<file path="src/rtl/encoder_8to3_sync.sv">
// encoder_8to3_sync: synchronised 8-to-3 priority encoder that emits
// one {code, any, multi} word per input change over valid/ready.
package encoder_8to3_sync_pkg;

  typedef struct packed {
    logic [2:0] code;
    logic       any;
    logic       multi;
  } enc_word_t;

endpackage

module encoder_8to3_sync
  import encoder_8to3_sync_pkg::*;
#(
  parameter int SYNC_STAGES   = 2,
  parameter bit PRIORITY_HIGH = 1'b1
) (
  input  logic       clk,
  input  logic       rst_n,
  input  logic [7:0] in_lines,
  input  logic       out_ready,
  input  logic       ovr_clr,
  output logic       out_valid,
  output logic [2:0] out_code,
  output logic       out_any,
  output logic       out_multi,
  output logic       overrun
);

  localparam logic [1:0] S_EMPTY = 2'd0;
  localparam logic [1:0] S_FULL  = 2'd1;
  localparam logic [1:0] S_PEND  = 2'd2;

  logic [7:0] sync_q [SYNC_STAGES];
  logic [7:0] s;

  enc_word_t  cur_w;
  enc_word_t  last_q;
  enc_word_t  out_q;
  enc_word_t  out_d;
  enc_word_t  pend_q;
  enc_word_t  pend_d;

  logic [1:0] state_q;
  logic [1:0] state_d;
  logic       evt;
  logic       ovr_q;
  logic       ovr_set;
  logic [3:0] cnt;
  logic [2:0] idx;

  assign s = sync_q[SYNC_STAGES-1];

  // Per-line flop chain taming the asynchronous switch inputs
  always_ff @(posedge clk or negedge rst_n) begin
    if (!rst_n) begin
      for (int i = 0; i < SYNC_STAGES; i++) begin
        sync_q[i] <= '0;
      end
    end else begin
      sync_q[0] <= in_lines;
      for (int i = 1; i < SYNC_STAGES; i++) begin
        sync_q[i] <= sync_q[i-1];
      end
    end
  end

  // Priority encode plus any/multi flags; later loop hits win
  always_comb begin
    cur_w = '0;
    cnt   = '0;
    idx   = '0;
    for (int i = 0; i < 8; i++) begin
      idx = PRIORITY_HIGH ? 3'(i) : 3'(7 - i);
      if (s[idx]) begin
        cur_w.code = idx;
      end
      cnt = cnt + 4'(s[i]);
    end
    cur_w.any   = |s;
    cur_w.multi = cnt > 4'd1;
  end

  assign evt = cur_w != last_q;

  // Previous-cycle word, so only word changes raise an event
  always_ff @(posedge clk or negedge rst_n) begin
    if (!rst_n) begin
      last_q <= '0;
    end else begin
      last_q <= cur_w;
    end
  end

  // Two-deep output/pending buffer control
  always_comb begin
    state_d = state_q;
    out_d   = out_q;
    pend_d  = pend_q;
    ovr_set = 1'b0;
    case (state_q)
      S_EMPTY: begin
        if (evt) begin
          out_d   = cur_w;
          state_d = S_FULL;
        end
      end
      S_FULL: begin
        unique case (1'b1)
          (out_ready && evt): begin
            out_d = cur_w;
          end
          (out_ready && !evt): begin
            state_d = S_EMPTY;
          end
          (!out_ready && evt): begin
            pend_d  = cur_w;
            state_d = S_PEND;
          end
          default: begin
          end
        endcase
      end
      S_PEND: begin
        unique case (1'b1)
          (out_ready && !evt): begin
            out_d   = pend_q;
            state_d = S_FULL;
          end
          (out_ready && evt): begin
            out_d  = pend_q;
            pend_d = cur_w;
          end
          (!out_ready && evt): begin
            pend_d  = cur_w;
            ovr_set = 1'b1;
          end
          default: begin
          end
        endcase
      end
      default: begin
        state_d = S_EMPTY;
      end
    endcase
  end

  // Buffer and state registers
  always_ff @(posedge clk or negedge rst_n) begin
    if (!rst_n) begin
      state_q <= S_EMPTY;
      out_q   <= '0;
      pend_q  <= '0;
    end else begin
      state_q <= state_d;
      out_q   <= out_d;
      pend_q  <= pend_d;
    end
  end

  // Sticky overrun; a simultaneous set beats the clear
  always_ff @(posedge clk or negedge rst_n) begin
    if (!rst_n) begin
      ovr_q <= 1'b0;
    end else if (ovr_set) begin
      ovr_q <= 1'b1;
    end else if (ovr_clr) begin
      ovr_q <= 1'b0;
    end
  end

  assign out_valid = state_q != S_EMPTY;
  assign out_code  = out_q.code;
  assign out_any   = out_q.any;
  assign out_multi = out_q.multi;
  assign overrun   = ovr_q;

endmodule

</file>
<file path="config.mk">
export PLATFORM = sky130hd
export DESIGN_NAME = encoder_8to3_sync
export DESIGN_NICKNAME = d
export VERILOG_FILES = /design/src/rtl/encoder_8to3_sync.sv
export SDC_FILE = /design/constraint.sdc
export NUM_CORES = 1
export LEC_CHECK = 0
export ABC_AREA = 1
export CORE_AREA = 2 2 64 66
export CTS_BUF_LIST = sky130_fd_sc_hd__clkbuf_4
export DETAILED_ROUTE_END_ITERATION = 10
export DIE_AREA = 0 0 66 68
export PLACE_DENSITY_LB_ADDON = 0.1
export SKIP_LAST_GASP = 1
export SLEW_MARGIN = 5
export SYNTH_ARGS = -nofsm -noshare
export SYNTH_HDL_FRONTEND = slang
export SYNTH_SLANG_ARGS = --single-unit
</file>
<file path="constraint.sdc">
create_clock -name clk -period 3.8 [get_ports clk]
set_input_delay 1.14 -clock clk [delete_from_list [all_inputs] [get_ports clk]]
set_output_delay 1.14 -clock clk [all_outputs]
set_load 0.01 [all_outputs]
</file>
# Word level (Yosys, flattened, before mapping)
# Index checks and enable logic that the tools add are counted.
# totals
register_bits	34
latchBits	0
ramBits	0
mem_bits_ro	0
input_bits	12
out_inout_bits	7
wordCells	69
mem_count	0
# classes
n_addsub	7
n_mul	0
div	0
magnitude_cmp	1
eq_ne	10
shift	0
mux	22
bitwise	0
n_reduce_logical	16
# ops
op	count
$mux W5	5
$mux W3	6
$add A4 B1 Y4	4
$pmux W5 S3	1
$ne A2 B2 Y1 const B	6
$pmux W5 S2	1
$reduce_or A8 Y1	1
$pmux W2 S3	1
$reduce_and A3 Y1	2
$reduce_bool A2 Y1	3
$mux W1	5
$ne A5 B5 Y1	1
$add A3 B1 Y4	1
$gt A4 B1 Y1 const B	1
$mux W2	2
$pmux W2 S2	1
$reduce_and A4 Y1	1
$reduce_or A2 Y1	2
$add A2 B1 Y3	1
$logic_and A1 B1 Y1	3
$ne A3 B3 Y1 const B	1
$reduce_bool A3 Y1	1
$add A1 B1 Y2	1
$eq A2 B1 Y1 const B	1
other kinds (3)	4

# Depth between registers and ports, before layout
# Gate-level depths: netlist of the first run.
# logic_depth
depth_word	14
mapped_depth	21
ltp_nobuf	21

# Worst setup path after synthesis of the first run
# OpenSTA, ideal clock, no wires.
# synth_path
path_kind	register -> register
from	register sync_q (netlist bit s[0])
to	register pend_q[2] in the netlist's numbering
setup_ns	0.117
arrival_ns	3.411
required_ns	3.683
slack_ns	0.273
stages_incl_launch_ff	19
n_path_buf	0
path_cell_list	dfrtp_1 > fa_1 > inv_1 > fa_1 > fa_1 > inv_1 > ha_1 > inv_1 > fa_1 > o21a_1 > nand2_1 > nand2_1 > nand3_2 > nor2_4 > nand2_4 > nand3_4 > nand2_2 > nand2_1 > nand2_1
# synth_rtl
element	line_no	text
start: declaration	35	logic [7:0] sync_q [SYNC_STAGES];
start signal: indexed assignment	64	sync_q[i] <= sync_q[i-1];
end signal: assignment	158	pend_q <= pend_d;
end: declaration	42	enc_word_t pend_q;

==> run summary, run 1 <==
DIE AREA: 0.00449 sq mm
Worst Setup Start Kind: flop
GRT Total Usage: 14.6%
Area contributors post-synth: dfrtp_1 53%, nand2_1 12%, fa_1 5.0%, inv_1 4.9%, nand3_1 4.7%
WS Path Type: flop to flop
Critical-path top delay cell: fa_1
Total routed wirelength: 2.87 mm
CP endpoint kind: flop
Worst hold path class: flop to flop
Num Clock Sinks: 34
Max Slew Vio Count: 0
Crit path max fanout: 5
LEAKAGE: 0.993 nW
Die Y: 68 um
P_int: 0.836 mW
Design area: 0.00201 sq mm
Unrepaired setup endpoints after global routing: yes
Top Family by Delay on Critical Path: adder cells
Slew @ Worst Pin: 411 ps
Layout cells sized above 1: 22.6%
Via count: 1139
CTS tree: yes
Cells after Synth: 166
Total grt overflow: 0
Antenna violations before repair: 0
First-pass GRT wire length: 4.77 mm
Logic pwr share: 42.1%
Fin. Hold Viols: 0
Area of the multi-input gates: 688 sq um
Routed Antenna Nets: 0
P&R area growth vs syn: 26.4%
Initial DRT Pass Iterations: 4
Cell mode on critical path: fa_1
Clk slew on worst S/H paths: 110 ps
Rel. slew slack: 72.6%
Core Region: 0.00386 sq mm
Synth Area per Inst: 9.60 sq um
F_max: 0.269 GHz
CTS root buf: clkbuf_4
Layout filler cell count: 370
Seq pwr share: 37.9%
Pwr Density: 655 mW/mm^2
Setup violators final: 0
WP data required: 4080 ps
Synth unique cells: 21
Clk_skew: 10.4 ps
Switch share: 36.6%
Syn_nets: 186
I/O pin total: 19
Post-synthesis cell area: 0.00159 sq mm
CP max stage delay: 540 ps
Largest net degree at the start of global routing: 35
Final TNS setup: 0 ps
TritonCTS Buffers: 5
Commonest non-fill, non-tap cell in the layout: nand2_1
DR WL/cell: 11.5 um
I/O Buffers: 18
Post-DP HPWL: 2.14 mm
Pre-CTS setup slack: 27.0 ps
ANT cells: 0
Yosys reg bits: 34
Buf/Inv on CP: 4
Vias in the first global route: 1108
Htree depth: 2
Sw Pwr: 0.483 mW
Outcome: complete, no violations
Initial Utilization: 41.3%
Post-layout min period: 3720 ps
Sequential area share after synthesis: 53.4%
Worst IR drop on VDD: 231 uV
Post-route clock period utilization: 98.0%
Worst-Skew Late Latency: 340 ps
YS warnings: 0
Pwr Total: 1.32 mW
Register Area: 851 sq um
Synth top area share: 53.4%
Routability Congestion: 0.789
Post-DP Area: 0.00184 sq mm
DR vias/cell: 4.57
CP cell instances: fa_1, inv_1, fa_1, fa_1, inv_1, ha_2, inv_2, fa_1, o21a_1, nand2_2, nand2_1, nand3_2, nor2_4, nand2_4, nand3_4, buf_6, nand3_1, nand2_1
Max clock buf depth: 2
Final setup margin: 76.5 ps
Max Cap Viol: 0
Layout Nets: 218
Rows: 23
Clk network pwr share: 20.0%
DR iter-0 viols: 65
Commonest non-fill, non-tap cells in the layout: 45 x nand2_1, 34 x dfrtp_1, 20 x inv_1
Hold_buf cts: 0
CP arrival: 4000 ps
DIE WIDTH: 66 um
Dominant cell type by area after synthesis: dfrtp_1
Remaining DRCs: 0
-- metal layers --
metal	GRT usage (%)	vias up	part of all wire (%)
li1	-	577	-
met1	16.4	529	42
met2	25.4	26	52
met3	4.93	7	4.4
met4	6.12	0	1.8
met5	0	-	0
-- registers in the layout (all words and copies together), names as in the netlist --
name / flops
out_any: 1
out_code: 3
pend_q: 5
s: 8
sync_q: 8
last_q: 5
overrun: 1
state_q: 2
out_multi: 1
-- worst paths after layout --
path | from | slack [ps] | depth (start not counted) | to
max | s[0]$_DFF_PN0_ | 80 | 18 | pend_q[1]$_DFFE_PN0P_
min reg2reg | sync_q[8]$_DFF_PN0_ | 360 | 0 | s[0]$_DFF_PN0_
min in group asynchronous | rst_n | 1190 | 2 | last_q[0]$_DFF_PN0_
max reg2reg | s[0]$_DFF_PN0_ | 80 | 18 | pend_q[1]$_DFFE_PN0P_
min | sync_q[8]$_DFF_PN0_ | 360 | 0 | s[0]$_DFF_PN0_
max in group asynchronous | rst_n | 2310 | 2 | pend_q[1]$_DFFE_PN0P_
-- logic make-up (layout without fill, tap and decap cells) --
logic type / Yosys count / count (layout) / share of synthesized area, %
simple gates: 92 / 92 / 29.8
flops: 34 / 34 / 53.4
buf+inv: 24 / 57 / 5.65
fa+ha+maj: 8 / 8 / 8.16
compound gates: 8 / 8 / 2.98
-- final cells by class --
type                            instances  share of cell area (%)
Sequential cell                        34                    42.2
Multi-Input combinational cell        108                    34.2
Timing Repair Buffer                   25                    11.9
Inverter                               24                    4.47
Tap cell                               50                    3.11
Clock inverter                          3                    2.24
Clock buffer                            5                    1.86
-- synthesized netlist by cell type --
library cell and instances:
nand2_1 52, dfrtp_1 34, inv_1 21, nand3_1 15
nor2_1 7, nand2_4 6, fa_1 4, ha_1 4
nor2_4 4, a31oi_1 3, inv_2 3, nand2_2 2
nor2_2 2, o21ai_0 2, a21oi_1 1, nand3_2 1
nand3_4 1, nand3b_1 1, nand4_1 1, o21a_1 1
o22ai_1 1
-- power by group through the flow --
stage	Combinational [mW]	Sequential, mW	Clock (mW)
2_1_floorplan	0.327	0.508	0
3_3_place_gp	0.489	0.499	0
3_5_place_dp	0.500	0.501	0
4_1_cts	0.500	0.494	0.276
5_1_grt	0.626	0.509	0.293
6_report	0.556	0.500	0.264
-- timing repair --
action                                 in CTS  in global routing
buffers inserted                            0                  6
setup endpoints to repair                   0                 13
resized for setup                           0                 14
endpoints found under the hold margin       0                  0
-- per-stage QoR --
stage | hold slack (ps) | instances | utilization, %
after floorplan | 331 | 166 | -
after global placement | 331 | 235 | 47.8
after detailed placement | 336 | 235 | 47.8
after CTS | 363 | 243 | 50.0
after global routing | 370 | 249 | 52.2
final | 359 | 249 | 52.2
(Power assumes the default switching activity.)
==> run 2: changes to the inputs <==
--- a/config.mk
+++ b/config.mk
@@ -6,11 +6,12 @@
 export NUM_CORES = 1
 export LEC_CHECK = 0
 export ABC_AREA = 1
-export CORE_AREA = 2 2 64 66
+export CORE_AREA = 10 10 72 74
 export CTS_BUF_LIST = sky130_fd_sc_hd__clkbuf_4
 export DETAILED_ROUTE_END_ITERATION = 10
-export DIE_AREA = 0 0 66 68
+export DIE_AREA = 0 0 82 84
 export PLACE_DENSITY_LB_ADDON = 0.1
+export REMOVE_ABC_BUFFERS = 1
 export SKIP_LAST_GASP = 1
 export SLEW_MARGIN = 5
 export SYNTH_ARGS = -nofsm -noshare
==> run summary, run 2 (same netlist as run 1, synthesis figures left out) <==
Outcome: complete, no violations
DIE WIDTH: 82 um (+24%)
Antenna violations before repair: 0 (unchanged)
CP arrival: 3990 ps (about the same)
I/O pin total: 19 (unchanged)
ANT cells: 0 (unchanged)
Unrepaired setup endpoints after global routing: yes
Pwr Density: 684 mW/mm^2 (+4.4%)
GRT Total Usage: 9.77% (-4.8 points)
DR vias/cell: 4.61 (+0.83%)
Crit path max fanout: 5 (unchanged)
TritonCTS Buffers: 5 (unchanged)
Commonest non-fill, non-tap cell in the layout: nand2_1
Post-route clock period utilization: 98.7% (+0.69 points)
Htree depth: 2 (unchanged)
Largest net degree at the start of global routing: 35 (unchanged)
CTS tree: yes
Routed Antenna Nets: 0 (unchanged)
Worst reg2reg endpoint: pend_q[4]$_DFFE_PN0P_
Core Region: 0.00386 sq mm (unchanged)
Pwr Total: 1.37 mW (+3.9%)
Post-layout min period: 3750 ps (+26.3 ps)
Hold_buf cts: 0 (unchanged)
LEAKAGE: 0.993 nW (about the same)
DR WL/cell: 12.4 um (+7.7%)
Crit path from: s[0]$_DFF_PN0_
Setup violators final: 0 (unchanged)
Max clock buf depth: 2 (unchanged)
WP data required: 4040 ps (-40 ps)
Slew @ Worst Pin: 414 ps (+2.52 ps)
Max Cap Viol: 0 (unchanged)
Post-DP Area: 0.00184 sq mm (unchanged)
DR iter-0 viols: 33 (-49%)
Via count: 1130 (-0.79%)
Worst hold slack: 362 ps (+3.56 ps)
Hold Startpoint: sync_q[8]$_DFF_PN0_
Routability Congestion: 0.792 (+0.37%)
Worst Setup Start Kind: flop
Num Clock Sinks: 34 (unchanged)
I/O Buffers: 18 (unchanged)
Total routed wirelength: 3.04 mm (+5.9%)
First-pass GRT wire length: 5.29 mm (+11%)
WHS Path Cells: 0 (unchanged)
DIE AREA: 0.00689 sq mm (+53%)
Clk_skew: 11.8 ps (+1.39 ps)
Min-Delay Endpoint: s[0]$_DFF_PN0_
Worst reg-to-reg setup slack: 50 ps (-30 ps)
R2R depth: 18 (unchanged)
Vias in the first global route: 1178 (+6.3%)
Post-DP HPWL: 2.36 mm (+10%)
WS Path Type: flop to flop
Rows: 23 (unchanged)
Design area: 0.00200 sq mm (-0.56%)
Remaining DRCs: 0 (unchanged)
Rel. slew slack: 72.4% (-0.17 points)
Placed cells: 235 (unchanged)
Fin. Hold Viols: 0 (unchanged)
Worst flop-to-flop path startpoint: s[0]$_DFF_PN0_
Non-filler cells, final: 245 (-1.6%)
F_max: 0.267 GHz (-0.70%)
CTS root buf: clkbuf_4
Total grt overflow: 0 (unchanged)
CP endpoint kind: flop
Initial Utilization: 41.3% (unchanged)
Worst IR drop on VDD: 268 uV (+16%)
Commonest non-fill, non-tap cells in the layout: 47 x nand2_1, 34 x dfrtp_1, 21 x inv_1
Clk slew on worst S/H paths: 110 ps (about the same)
Max Slew Vio Count: 0 (unchanged)
Layout cells sized above 1: 19.0% (-3.6 points)
Layout Nets: 214 (-1.8%)
Die Y: 84 um (+24%)
Worst-Skew Late Latency: 350 ps (about the same)
P&R area growth vs syn: 25.7%
Initial DRT Pass Iterations: 4 (unchanged)
Worst hold path class: flop to flop
[run 2: worst max path at each step]
stage	endpoint	slack, ps
floorplan	pend_q[2]$_DFFE_PN0P_	270
global placement	pend_q[4]$_DFFE_PN0P_	130
detailed placement	pend_q[4]$_DFFE_PN0P_	30
CTS	pend_q[4]$_DFFE_PN0P_	10
global route	pend_q[4]$_DFFE_PN0P_	-110
finish	pend_q[4]$_DFFE_PN0P_	50
[run 2: timing repair]
action / 4_1_cts / 5_1_grt
resized for setup: 1 / 7
endpoints found under the hold margin: 0 / 0
pin swaps: 1 / 3
setup endpoints to repair: 6 / 11
setup buffers: 1 / 1
[run 2: cell type report]
cell class,instances,area [sq um]
Inverter,24,90.1
Clock inverter,3,68.8
Tap cell,50,62.6
Clock buffer,5,37.5
Timing Repair Buffer,21,215
Fill cell,371,1850
Sequential cell,34,851
Multi-Input combinational cell,108,678
[run 2: stage by stage]
stage / worst slack [ps] / utilization [%] / TNS (ps)
final: 50.2 / 51.9 / 0
after global placement: 133 / 47.8 / 0
after CTS: 14.4 / 51.2 / 0
after global routing: -105 / 51.9 / -899
after floorplan: 273 / - / 0
after detailed placement: 26.0 / 47.8 / 0
[run 2: worst max-delay path, stage by stage, from the launching register on]
cell and delay, ps:
dfrtp_1 420, fa_1 530, inv_1 50, fa_1 490, fa_1 410, inv_1 70
ha_2 170, inv_1 50, fa_1 470, o21a_1 180, nand2_2 80, nand2_2 60
nand3_2 70, nor2_4 150, nand2_4 110, nand3_4 120, nand2_4 90, nand2_1 80
nand2_1 50
[run 2: power breakdown]
part,internal [mW],total (mW),switching [mW]
registers,0.448,0.497,0.0488
clock network,0.206,0.335,0.129
logic,0.236,0.538,0.302
total,0.890,1.37,0.480
[run 2: per-layer routing]
metal / routed length [um] / part of all wire (%) / track usage [%]
met1: 1270 / 42 / 10.6
met4: 49 / 1.6 / 3.25
met2: 1540 / 51 / 16.3
met3: 182 / 6.0 / 4.20
met5: 0 / 0 / 0
==> run 3: changes to the inputs <==
--- a/config.mk
+++ b/config.mk
@@ -12,6 +12,7 @@
 export DIE_AREA = 0 0 82 84
 export PLACE_DENSITY_LB_ADDON = 0.1
 export REMOVE_ABC_BUFFERS = 1
+export SETUP_SLACK_MARGIN = 0.3
 export SKIP_LAST_GASP = 1
 export SLEW_MARGIN = 5
 export SYNTH_ARGS = -nofsm -noshare
==> run summary, run 3 (same netlist as run 1, synthesis figures left out) <==
Initial DRT Pass Iterations: 4 (unchanged)
Clk_skew: 11.8 ps (+0.000600 ps)
Max Cap Viol: 0 (unchanged)
Post-DP Area: 0.00184 sq mm (unchanged)
Post-route clock period utilization: 97.5% (-1.2 points)
CP endpoint kind: flop
Worst hold slack: 362 ps (-0.00200 ps)
Final setup margin: 95.6 ps (+45.4 ps)
TritonCTS Buffers: 5 (unchanged)
Commonest non-fill, non-tap cells in the layout: 42 x nand2_1, 34 x dfrtp_1, 21 x inv_1
Largest net degree at the start of global routing: 35 (unchanged)
F_max: 0.270 GHz (+1.2%)
I/O Buffers: 18 (unchanged)
DR iter-0 viols: 39 (+18%)
Unrepaired setup endpoints after global routing: yes
I/O pin total: 19 (unchanged)
Fin. Hold Viols: 0 (unchanged)
Initial Utilization: 41.3% (unchanged)
Worst hold path class: flop to flop
Max clock buf depth: 2 (unchanged)
LEAKAGE: 0.996 nW (+0.28%)
Layout Nets: 215 (+0.47%)
Final TNS setup: 0 ps (unchanged)
CTS root buf: clkbuf_4
Worst-Skew Late Latency: 350 ps (about the same)
Remaining DRCs: 0 (unchanged)
Met3 GRT Util: 4.20% (unchanged)
Setup violators final: 0 (unchanged)
Total routed wirelength: 3.00 mm (-1.2%)
Num Clock Sinks: 34 (unchanged)
GRT busiest layer: met2
Pre-CTS setup slack: 26.0 ps (unchanged)
WP data required: 4040 ps (about the same)
First-pass GRT wire length: 5.28 mm (-0.13%)
P&R area growth vs syn: 26.6%
Design area: 0.00202 sq mm (+0.75%)
DIE WIDTH: 82 um (unchanged)
Antenna violations before repair: 0 (unchanged)
Fin util: 52.3% (+0.39 points)
Met2 Resource Use GR: 16.5% (+0.14 points)
Routed Antenna Nets: 0 (unchanged)
Pwr Total: 1.38 mW (+0.97%)
Layout cells sized above 1: 21.4% (+2.5 points)
Die Y: 84 um (unchanged)
Placed cells: 235 (unchanged)
GRT met1 Usage: 10.5% (-0.13 points)
Max Slew Vio Count: 0 (unchanged)
Outcome: complete, no violations
DR WL/cell: 12.2 um (-1.6%)
Via count: 1129 (-0.088%)
ANT cells: 0 (unchanged)
Worst IR drop on VDD: 269 uV (+0.44%)
GRT Total Usage: 9.77% (unchanged)
Total grt overflow: 0 (unchanged)
Vias in the first global route: 1188 (+0.85%)
Rows: 23 (unchanged)
Slew @ Worst Pin: 411 ps (-2.25 ps)
Htree depth: 2 (unchanged)
Commonest non-fill, non-tap cell in the layout: nand2_1
WS Path Type: flop to flop
DIE AREA: 0.00689 sq mm (unchanged)
Post-DP HPWL: 2.36 mm (unchanged)
Hold_buf cts: 0 (unchanged)
Post-layout min period: 3700 ps (-45.4 ps)
Pwr Density: 685 mW/mm^2 (+0.22%)
Worst Setup Start Kind: flop
Core Region: 0.00386 sq mm (unchanged)
Routability Congestion: 0.792 (unchanged)
CTS tree: yes
Crit path max fanout: 5 (unchanged)
Clk slew on worst S/H paths: 110 ps (about the same)
Non-filler cells, final: 246 (+0.41%)
DR vias/cell: 4.59 (-0.49%)
Rel. slew slack: 72.6% (+0.15 points)
CP arrival: 3940 ps (-50 ps)
==> run 3: report_power, final <==
part           total [mW]  switching, mW  internal, mW
Combinational       0.552          0.308         0.243
Sequential          0.498         0.0504         0.448
Clock               0.333          0.128         0.206
Total                1.38          0.486         0.897
==> run 3: cell type report <==
type	count	area, sq um
fill	368	1840
sequential	34	851
inverter	24	90.1
multi-input combinational	108	686
clock buffer	5	37.5
tap	50	62.6
clock inverter	3	68.8
timing repair buffer	22	223
==> run 3: path summary, 6_finish.rpt <==
path / start / end / slack [ps] / cells after the start
min in group asynchronous: rst_n / last_q[1]$_DFF_PN0_ / 1190 / 2
min: sync_q[8]$_DFF_PN0_ / s[0]$_DFF_PN0_ / 360 / 0
max in group asynchronous: rst_n / pend_q[1]$_DFFE_PN0P_ / 2310 / 2
min reg2reg: sync_q[8]$_DFF_PN0_ / s[0]$_DFF_PN0_ / 360 / 0
max: s[0]$_DFF_PN0_ / pend_q[4]$_DFFE_PN0P_ / 100 / 18
max reg2reg: s[0]$_DFF_PN0_ / pend_q[4]$_DFFE_PN0P_ / 100 / 18
==> run 3: metal layers <==
metal | wire, um | vias to the layer above
met3 | 180 | 5
met5 | 0 | -
met4 | 51 | 0
li1 | - | 572
met1 | 1270 | 533
met2 | 1500 | 19
==> run 3: worst max-delay path, cell delays in order (launching register included) <==
cell     delay (ps)
dfrtp_1         420
fa_1            530
inv_1            50
fa_1            490
fa_1            410
inv_1            70
ha_2            170
inv_1            50
fa_1            470
o21a_1          180
nand2_2          80
nand2_2          60
nand3_2          70
nor2_4          130
nand2_4         100
nand3_4         110
nand2_4          80
nand2_1          70
nand2_1          50
==> run 3: timing repair <==
action,CTS,global route
pin swaps,1,1
gates resized for setup,4,8
setup buffers,3,0
setup endpoints to repair,13,13
